==> config.mk <==
export PLATFORM = sky130hd
export DESIGN_NAME = cs_resolve_seq
export DESIGN_NICKNAME = d
export VERILOG_FILES = /design/src/rtl/cs_resolve_seq.sv
export SDC_FILE = /design/constraint.sdc
export NUM_CORES = 1
export LEC_CHECK = 0
export CORE_MARGIN = 4
export CORE_UTILIZATION = 40
export CTS_BUF_LIST = sky130_fd_sc_hd__clkbuf_4 sky130_fd_sc_hd__clkbuf_8
export DETAILED_ROUTE_END_ITERATION = 7
export GPL_TIMING_DRIVEN = 0
export SLEW_MARGIN = 20
export SYNTH_ARGS = -nofsm -noshare
export SYNTH_HDL_FRONTEND = slang
export SYNTH_SLANG_ARGS = --single-unit
==> constraint.sdc <==
create_clock -name i_clk -period 6.54 [get_ports i_clk]
set_clock_uncertainty 0.2 [all_clocks]
set_input_delay 1.308 -clock i_clk [delete_from_list [all_inputs] [get_ports i_clk]]
set_output_delay 1.308 -clock i_clk [all_outputs]
set_load 0.01 [all_outputs]
==> src/rtl/cs_resolve_seq.sv <==
// cs_resolve_seq: resolves a carry-save pair into one binary result, CHUNK_W bits per clock.
// Optional macro CS_RESOLVE_BACK2BACK_EN lets DONE retire a result and accept a new pair in one cycle.
module cs_resolve_seq #(
   parameter int unsigned DW      = 16,
   parameter int unsigned CHUNK_W = 4
) (
   input  logic          i_clk,
   input  logic          i_rst_n,
   input  logic          i_vld,
   output logic          o_rdy,
   input  logic [DW-1:0] i_sum,
   input  logic [DW-1:0] i_carry,
   output logic          o_vld,
   input  logic          i_rdy,
   output logic [DW-1:0] o_res,
   output logic          o_cout
);

   localparam int unsigned NCHUNK = (DW + CHUNK_W - 1) / CHUNK_W;
   localparam int unsigned PW     = NCHUNK * CHUNK_W;
   localparam int unsigned IW     = (NCHUNK > 1) ? $clog2(NCHUNK) : 1;

   localparam logic [1:0] IDLE = 2'd0;
   localparam logic [1:0] CALC = 2'd1;
   localparam logic [1:0] DONE = 2'd2;

   logic [1:0]         state;
   logic [PW-1:0]      opa;
   logic [PW-1:0]      opb;
   logic [PW-1:0]      acc;
   logic               c_q;
   logic [IW-1:0]      idx;
   logic               vld_q;
   logic [DW-1:0]      res_q;
   logic               cout_q;

   logic               load;
   logic [CHUNK_W:0]   csum;
   logic [31:0]        shamt;
   logic [PW-1:0]      acc_nxt;
   logic [PW:0]        full;

`ifdef CS_RESOLVE_BACK2BACK_EN
   assign o_rdy = (state == IDLE) | ((state == DONE) & i_rdy);
`else
   assign o_rdy = (state == IDLE);
`endif

   assign load   = i_vld & o_rdy;
   assign o_vld  = vld_q;
   assign o_res  = res_q;
   assign o_cout = cout_q;

   // Operands are zero-padded to whole chunks, so the carry out of bit DW-1 lands at
   // bit DW of the padded sum and every bit above it stays zero.
   always_comb begin
      csum    = {1'b0, opa[CHUNK_W-1:0]} + {1'b0, opb[CHUNK_W-1:0]} + {{CHUNK_W{1'b0}}, c_q};
      shamt   = 32'(idx) * CHUNK_W;
      acc_nxt = acc | (PW'(csum[CHUNK_W-1:0]) << shamt);
      full    = {csum[CHUNK_W], acc_nxt};
   end

   always_ff @(posedge i_clk or negedge i_rst_n) begin
      if (!i_rst_n) begin
         state  <= IDLE;
         opa    <= '0;
         opb    <= '0;
         acc    <= '0;
         c_q    <= 1'b0;
         idx    <= '0;
         vld_q  <= 1'b0;
         res_q  <= '0;
         cout_q <= 1'b0;
      end else begin
         case (state)
            CALC: begin
               opa <= opa >> CHUNK_W;
               opb <= opb >> CHUNK_W;
               acc <= acc_nxt;
               c_q <= csum[CHUNK_W];
               idx <= idx + 1'b1;
               if (idx == IW'(NCHUNK - 1)) begin
                  res_q  <= full[DW-1:0];
                  cout_q <= |full[PW:DW];
                  vld_q  <= 1'b1;
                  idx    <= '0;
                  state  <= DONE;
               end
            end
            DONE: begin
               if (i_rdy) begin
                  vld_q <= 1'b0;
                  state <= IDLE;
               end
            end
            IDLE: ;
            default: state <= IDLE;
         endcase
         // A retire-and-accept in DONE overrides the IDLE transition above.
         if (load) begin
            opa   <= PW'(i_sum);
            opb   <= PW'(i_carry);
            acc   <= '0;
            c_q   <= 1'b0;
            idx   <= '0;
            state <= CALC;
         end
      end
   end

endmodule

## Word level (Yosys, flattened, before mapping)

Index checks and enable logic that the tools add are counted.

| cells by class | value |
|---|---|
| equal/unequal tests | 8 |
| bitwise operators | 2 |
| add/sub/neg operators | 3 |
| reduce and logical (&&, ||, !) cells | 6 |
| multiplexer cells | 18 |
| shift operators | 1 |

Operator list:

| operator | count |
|---|---|
| two-way mux 16 bit | 6 |
| OR 16 bit | 1 |
| << shifter 4 x 4 -> 16 bit | 1 |
| two-way mux 2 bit | 6 |
| inequality test 3 bit (second input constant) | 2 |
| case mux 2 bit (3 select lines) | 1 |
| AND reduction 3 bit | 2 |
| adder 4 x 4 -> 5 bit | 1 |
| adder 5 x 1 -> 5 bit | 1 |
| equality test 2 bit (second input constant) | 2 |
| two-way mux 1 bit | 4 |
| inequality test 2 bit (second input constant) | 2 |
| nonzero test 2 bit | 2 |
| adder 2 x 1 -> 2 bit (second input constant) | 1 |
| equality test 2 x 1 -> 1 bit (second input constant) | 1 |
| zero test 2 bit | 1 |
| inequality test 2 x 1 -> 1 bit (second input constant) | 1 |
| case mux 1 bit (2 select lines) | 1 |
| AND reduction 2 bit | 1 |
| AND 1 bit | 1 |

| word-level totals | value |
|---|---|
| logic and storage cells | 47 |
| bits of input ports | 36 |
| output and inout port bits | 19 |
| flip-flop bits (word level) | 71 |

## Logic depth before layout (Yosys ltp)

Gate-level depths: netlist (run 1).

| depth | value |
|---|---|
| depth after elaboration | 6 |
| mapped depth | 6 |
| gate-level depth less buffers | 5 |

## Worst setup path after synthesis (run 1)

No wires, ideal clock.

| timing path | value |
|---|---|
| path kind | input to register |
| from | in i_vld |
| to | reg idx[1] |
| required time | 6.223 ns |
| slack | 4.205 ns |
| setup time | 0.117 ns |
| stages on the path | 5 |
| arrival | 2.018 ns |
| buffers on the path | 2 |
| cell sequence | or3b_1 buf_6 buf_12 nand3_2 nand2_1 |

| on the way | value |
|---|---|
| cells in the longest elaborated chain, start to end | 2 |
| elaborated cells between the ends (all ways) | 3 |
| those cells by class | mux (1); bitwise (1); reduce/logical (1) |

RTL lines:

| element | line | source |
|---|---|---|
| start: declaration | 9 | `input logic i_vld,` |
| AND 1 bit (*) | 49 | `assign load = i_vld & o_rdy;` |
| two-way mux 2 bit / nonzero test 2 bit (equally long branches) | n/a |  |
| end signal: assignment | 81 | `idx <= idx + 1'b1;` |
| end: declaration | 32 | `logic [IW-1:0] idx;` |

Every way passes the cells marked *; elsewhere a longest branch is shown, timed or not.
A chain may end at the register's enable or synchronous reset.

## Worst setup path after layout (run 1)

| timing path | value |
|---|---|
| from | reg state[1] |
| to | out o_rdy |

| on the way | value |
|---|---|
| cells in the longest elaborated chain, start to end | 1 |

RTL lines:

| element | line | source |
|---|---|---|
| start: declaration | 27 | `logic [1:0] state;` |
| start signal: assignment | 65 | `state <= IDLE;` |
| start signal: assignment | 87 | `state <= DONE;` |
| start signal: assignment | 93 | `state <= IDLE;` |
| zero test 2 bit | 46 | `assign o_rdy = (state == IDLE);` |
| end: declaration | 10 | `output logic o_rdy,` |

No other way between the ends.

==> impl_metrics.yaml, run 1 <==
run_status:
  status: "finished clean"
power_and_ir_drop:
  share_comb_of_total_power_pct: 45.1
  p_leak_nw: 1.908
  power_frac_clock_pct: 17.4
  p_int_mw: 1.161
  fin_total_pwr_mw: 1.924
  p_switching_uw: 762.7
  ir_worst_vdd_mv: 0.1824
  p_sw_share_pct: 39.64
  power_frac_seq_pct: 37.5
  p_per_area_nw_per_um2: 472.0
global_route:
  grt_max_degree: 40
  grt_use_met1_pct: 20.94
  busiest_layer: "met2"
  grt_usage_pct: 15.37
  met2_usage_pct: 23.67
  met3_usage_pct: 3.661
  overflow: 0
  antenna_found_initial: 0
  grt_pass1_vias: 2373
  grt_pass1_wl_um: 11780
synthesis:
  synthTopCellsByArea: "dfrtp_1, nand2_1, a22oi_1, o21ai_0, a21oi_1"
  synth_enable_flop_cells: 0
  synth_compound_area_share_pct: 17.69
  synth_most_common_cell: "nand2_1"
  yosys.area.top_type: "dfrtp_1"
  synth-main-ff-cell: "dfrtp_1"
  ys_seq_area_share_pct: 55.58
  synth_cell_types: 34
  synth_top_family_by_area: "compound AO/OA/AOI/OAI gates"
  yosys-top-cells-count: "nand2_1, dfrtp_1, a22oi_1, o21ai_0, a21oi_1"
  synth_area_um2: 3197
  syn_avg_cell_area_um2: 10.08
  synth_fa_ha_area_share_pct: 2.818
  synth_async_sr_flop_share_pct: 100.0
  synth_cells: 317
  synth_fp_nets: 359
  synth-simple-area-share_pct: 17.42
  synth_mux_area_share_pct: 1.252
  ys_warn_count: 0
  synthXorXnorAreaFrac_pct: 0.2740
  yosysTopAreaCellShare_pct: 55.58
  synth_seq_cells: 71
clocking:
  clkSlewWorstSetupHoldPaths_ns: 0.08
  postCtsSetupBuffers: 0
  cts_num_sinks: 71
  insertion_delay_ns: 0.34
  cts_buffers: 9
  cts_tree: "yes"
  root_buffer: "clkbuf_8"
  cts.path.max_buffers: 2
  post_cts_resized: 0
  cts_max_level: 3
  postCtsHoldBufs: 0
sta:
  holdWs_ns: 0.2751
  tightest_slew_ns: 0.6683
  finalCritPeriodShare_pct: 45.95
  rsz0062_at_grt: "no"
  final-hold-violation-count: 0
  setup_viol: 0
  tns_ns: 0
  finalWorstSetupSlack_ns: 3.535
  max_freq_ghz: 0.3328
  post-route-min-period_ns: 3.005
  finalMaxSlewViolations: 0
  slew_headroom_pct: 55.30
critical_path:
  critPathRequiredTime_ns: 5.03
  cp-end-kind: "output port"
  reg2regPathDepth: 5
  cp-start-kind: "flop"
  cp_max_fo: 10
  crit_type: "reg2out"
  cp.arrival_ns: 1.50
floorplan:
  initial_core_util_pct: 41.16
  die_y_um: 97.40
  core_area_um2: 7767
  die_w_um: 97.40
  dieArea_um2: 9487
  num_rows: 32
  ios: 55
route:
  postRouteAntennaNets: 0
  via_per_inst: 4.959
  wl_um: 6835
  wl_per_cell_um: 13.95
  route.detailed.drc: 0
  vias: 2430
  first_pass_iters: 6
  first_iter_violations: 96
layout:
  nNetsFinal: 425
  final_core_util_pct: 52.48
  layout.cells.non_filler: 490
  design_area_um2: 4076
  nFillCells: 746
  drive_above_1_share_pct: 12.89
  diodes: 0
  area_growth_pct: 27.51
worst_hold_path:
  hold_depth: 2
  min_path_type: "reg2reg"
placed_design:
  numPortBuffers: 54
  detailed_place.area_um2: 3882
  preCtsSetupSlack_ns: 3.552
  dp_cells: 474
  finalWeightedCongestion: 0.7368
  hpwlAfterDp_um: 4828
run:
  maxCapViolCount: 0
==> layout by cell type (no fill, tap or decap), drive strengths merged <==
| master | count |
|---|---|
| a211oi | 1 |
| ha | 4 |
| clkinv | 2 |
| nor4b | 1 |
| clkdlybuf4s50 | 53 |
| a31oi | 9 |
| nand3b | 1 |
| a21oi | 18 |
| xor2 | 1 |
| a22oi | 24 |
| o21ai | 25 |
| o21bai | 1 |
| nand3 | 10 |
| or3b | 1 |
| fa | 2 |
| o2111ai | 4 |
| mux2i | 4 |
| nand2 | 85 |
| nor3b | 1 |
| buf | 20 |
| dfrtp | 71 |
| or2b | 1 |
| and2 | 1 |
| o21ba | 1 |
| nor2b | 3 |
| a21o | 1 |
| nor2 | 16 |
| o211ai | 3 |
| o31ai | 2 |
| clkbuf | 21 |
| inv | 1 |
==> registers in the layout, summed over array words and instances (netlist names) <==
name / count
state: 2
opb: 16
o_cout: 1
o_res: 16
o_vld: 1
opa: 16
acc: 16
c_q: 1
idx: 2
==> final cells by class <==
type                    count  area [um^2]  area share, %
flip-flops and latches     71         1777          43.58
multi-input cells         220         1261          30.94
repair buffers             55        558.0          13.69
clock buffers              14        180.2          4.420
plain buffers              25        155.1          3.806
well taps                 102        127.6          3.131
clock inverters             2        13.76         0.3376
inverters                   1        3.754        0.09208
==> power by group through the flow <==
stage / clock network [mW] / logic [mW] / registers, mW
global placement: 0 / 0.869 / 0.725
global route: 0.368 / 0.985 / 0.744
detailed placement: 0 / 0.876 / 0.732
finish: 0.336 / 0.868 / 0.721
CTS: 0.343 / 0.882 / 0.723
floorplan: 0 / 0.579 / 0.731
==> kinds of logic after synthesis <==
group / count (synthesis)
adders and majority gates: 6
muxes: 4
xor gates and xnor gates: 1
buffers and inverters: 26
and+or+nand+nor: 120
DFF: 71
AOI/OAI and AO/OA: 89
==> per-layer routing <==
metal  vias up  wire length, um
met4         0              103
met5         -                0
met2        54             3126
li1       1232                -
met1      1135             3267
met3         9              337
==> final timing paths <==
path | slack [ns] | from | endpoint
min in group asynchronous | 0.70 | i_rst_n | o_res[3]$_DFFE_PN0P_
max reg2reg | 4.08 | opa[0]$_DFFE_PN0P_ | o_res[14]$_DFFE_PN0P_
max | 3.53 | state[1]$_DFFE_PN0P_ | o_rdy
min | 0.28 | opb[6]$_DFFE_PN0P_ | opb[6]$_DFFE_PN0P_
max in group asynchronous | 4.88 | i_rst_n | opa[2]$_DFFE_PN0P_
min reg2reg | 0.28 | opb[6]$_DFFE_PN0P_ | opb[6]$_DFFE_PN0P_
==> critical path: stages, from the launching register on <==
cell and delay [ns]:
dfrtp_1 0.36, buf_4 0.17, nor2_1 0.09, clkdlybuf4s50_1 0.53
(Power assumes the default switching activity.)
==> run 2, diff against run 1 <==
==> constraint.sdc (replaced) <==
create_clock -name i_clk -period 3.1 [get_ports i_clk]
set_clock_uncertainty 0.2 [all_clocks]
set_input_delay 0.62 -clock i_clk [delete_from_list [all_inputs] [get_ports i_clk]]
set_output_delay 0.62 -clock i_clk [all_outputs]
set_load 0.01 [all_outputs]
==> results of run 2 <==
Same layout as run 1 (identical final DEF). Status: finished clean.
Main changes from that run: setup slack after placement 3.552 ns -> 0.6538 ns; setup slack after layout 3.535 ns -> 0.6405 ns; hold slack 0.2751 ns -> 0.01026 ns; start point of the critical path state[1]$_DFFE_PN0P_ -> opa[0]$_DFFE_PN0P_; end point of the critical path o_rdy -> o_res[14]$_DFFE_PN0P_; register-to-register setup slack 4.08 ns -> 0.64 ns; total power 1.924 mW -> 4.059 mW; worst IR drop on VDD 0.1824 mV -> 0.3849 mV
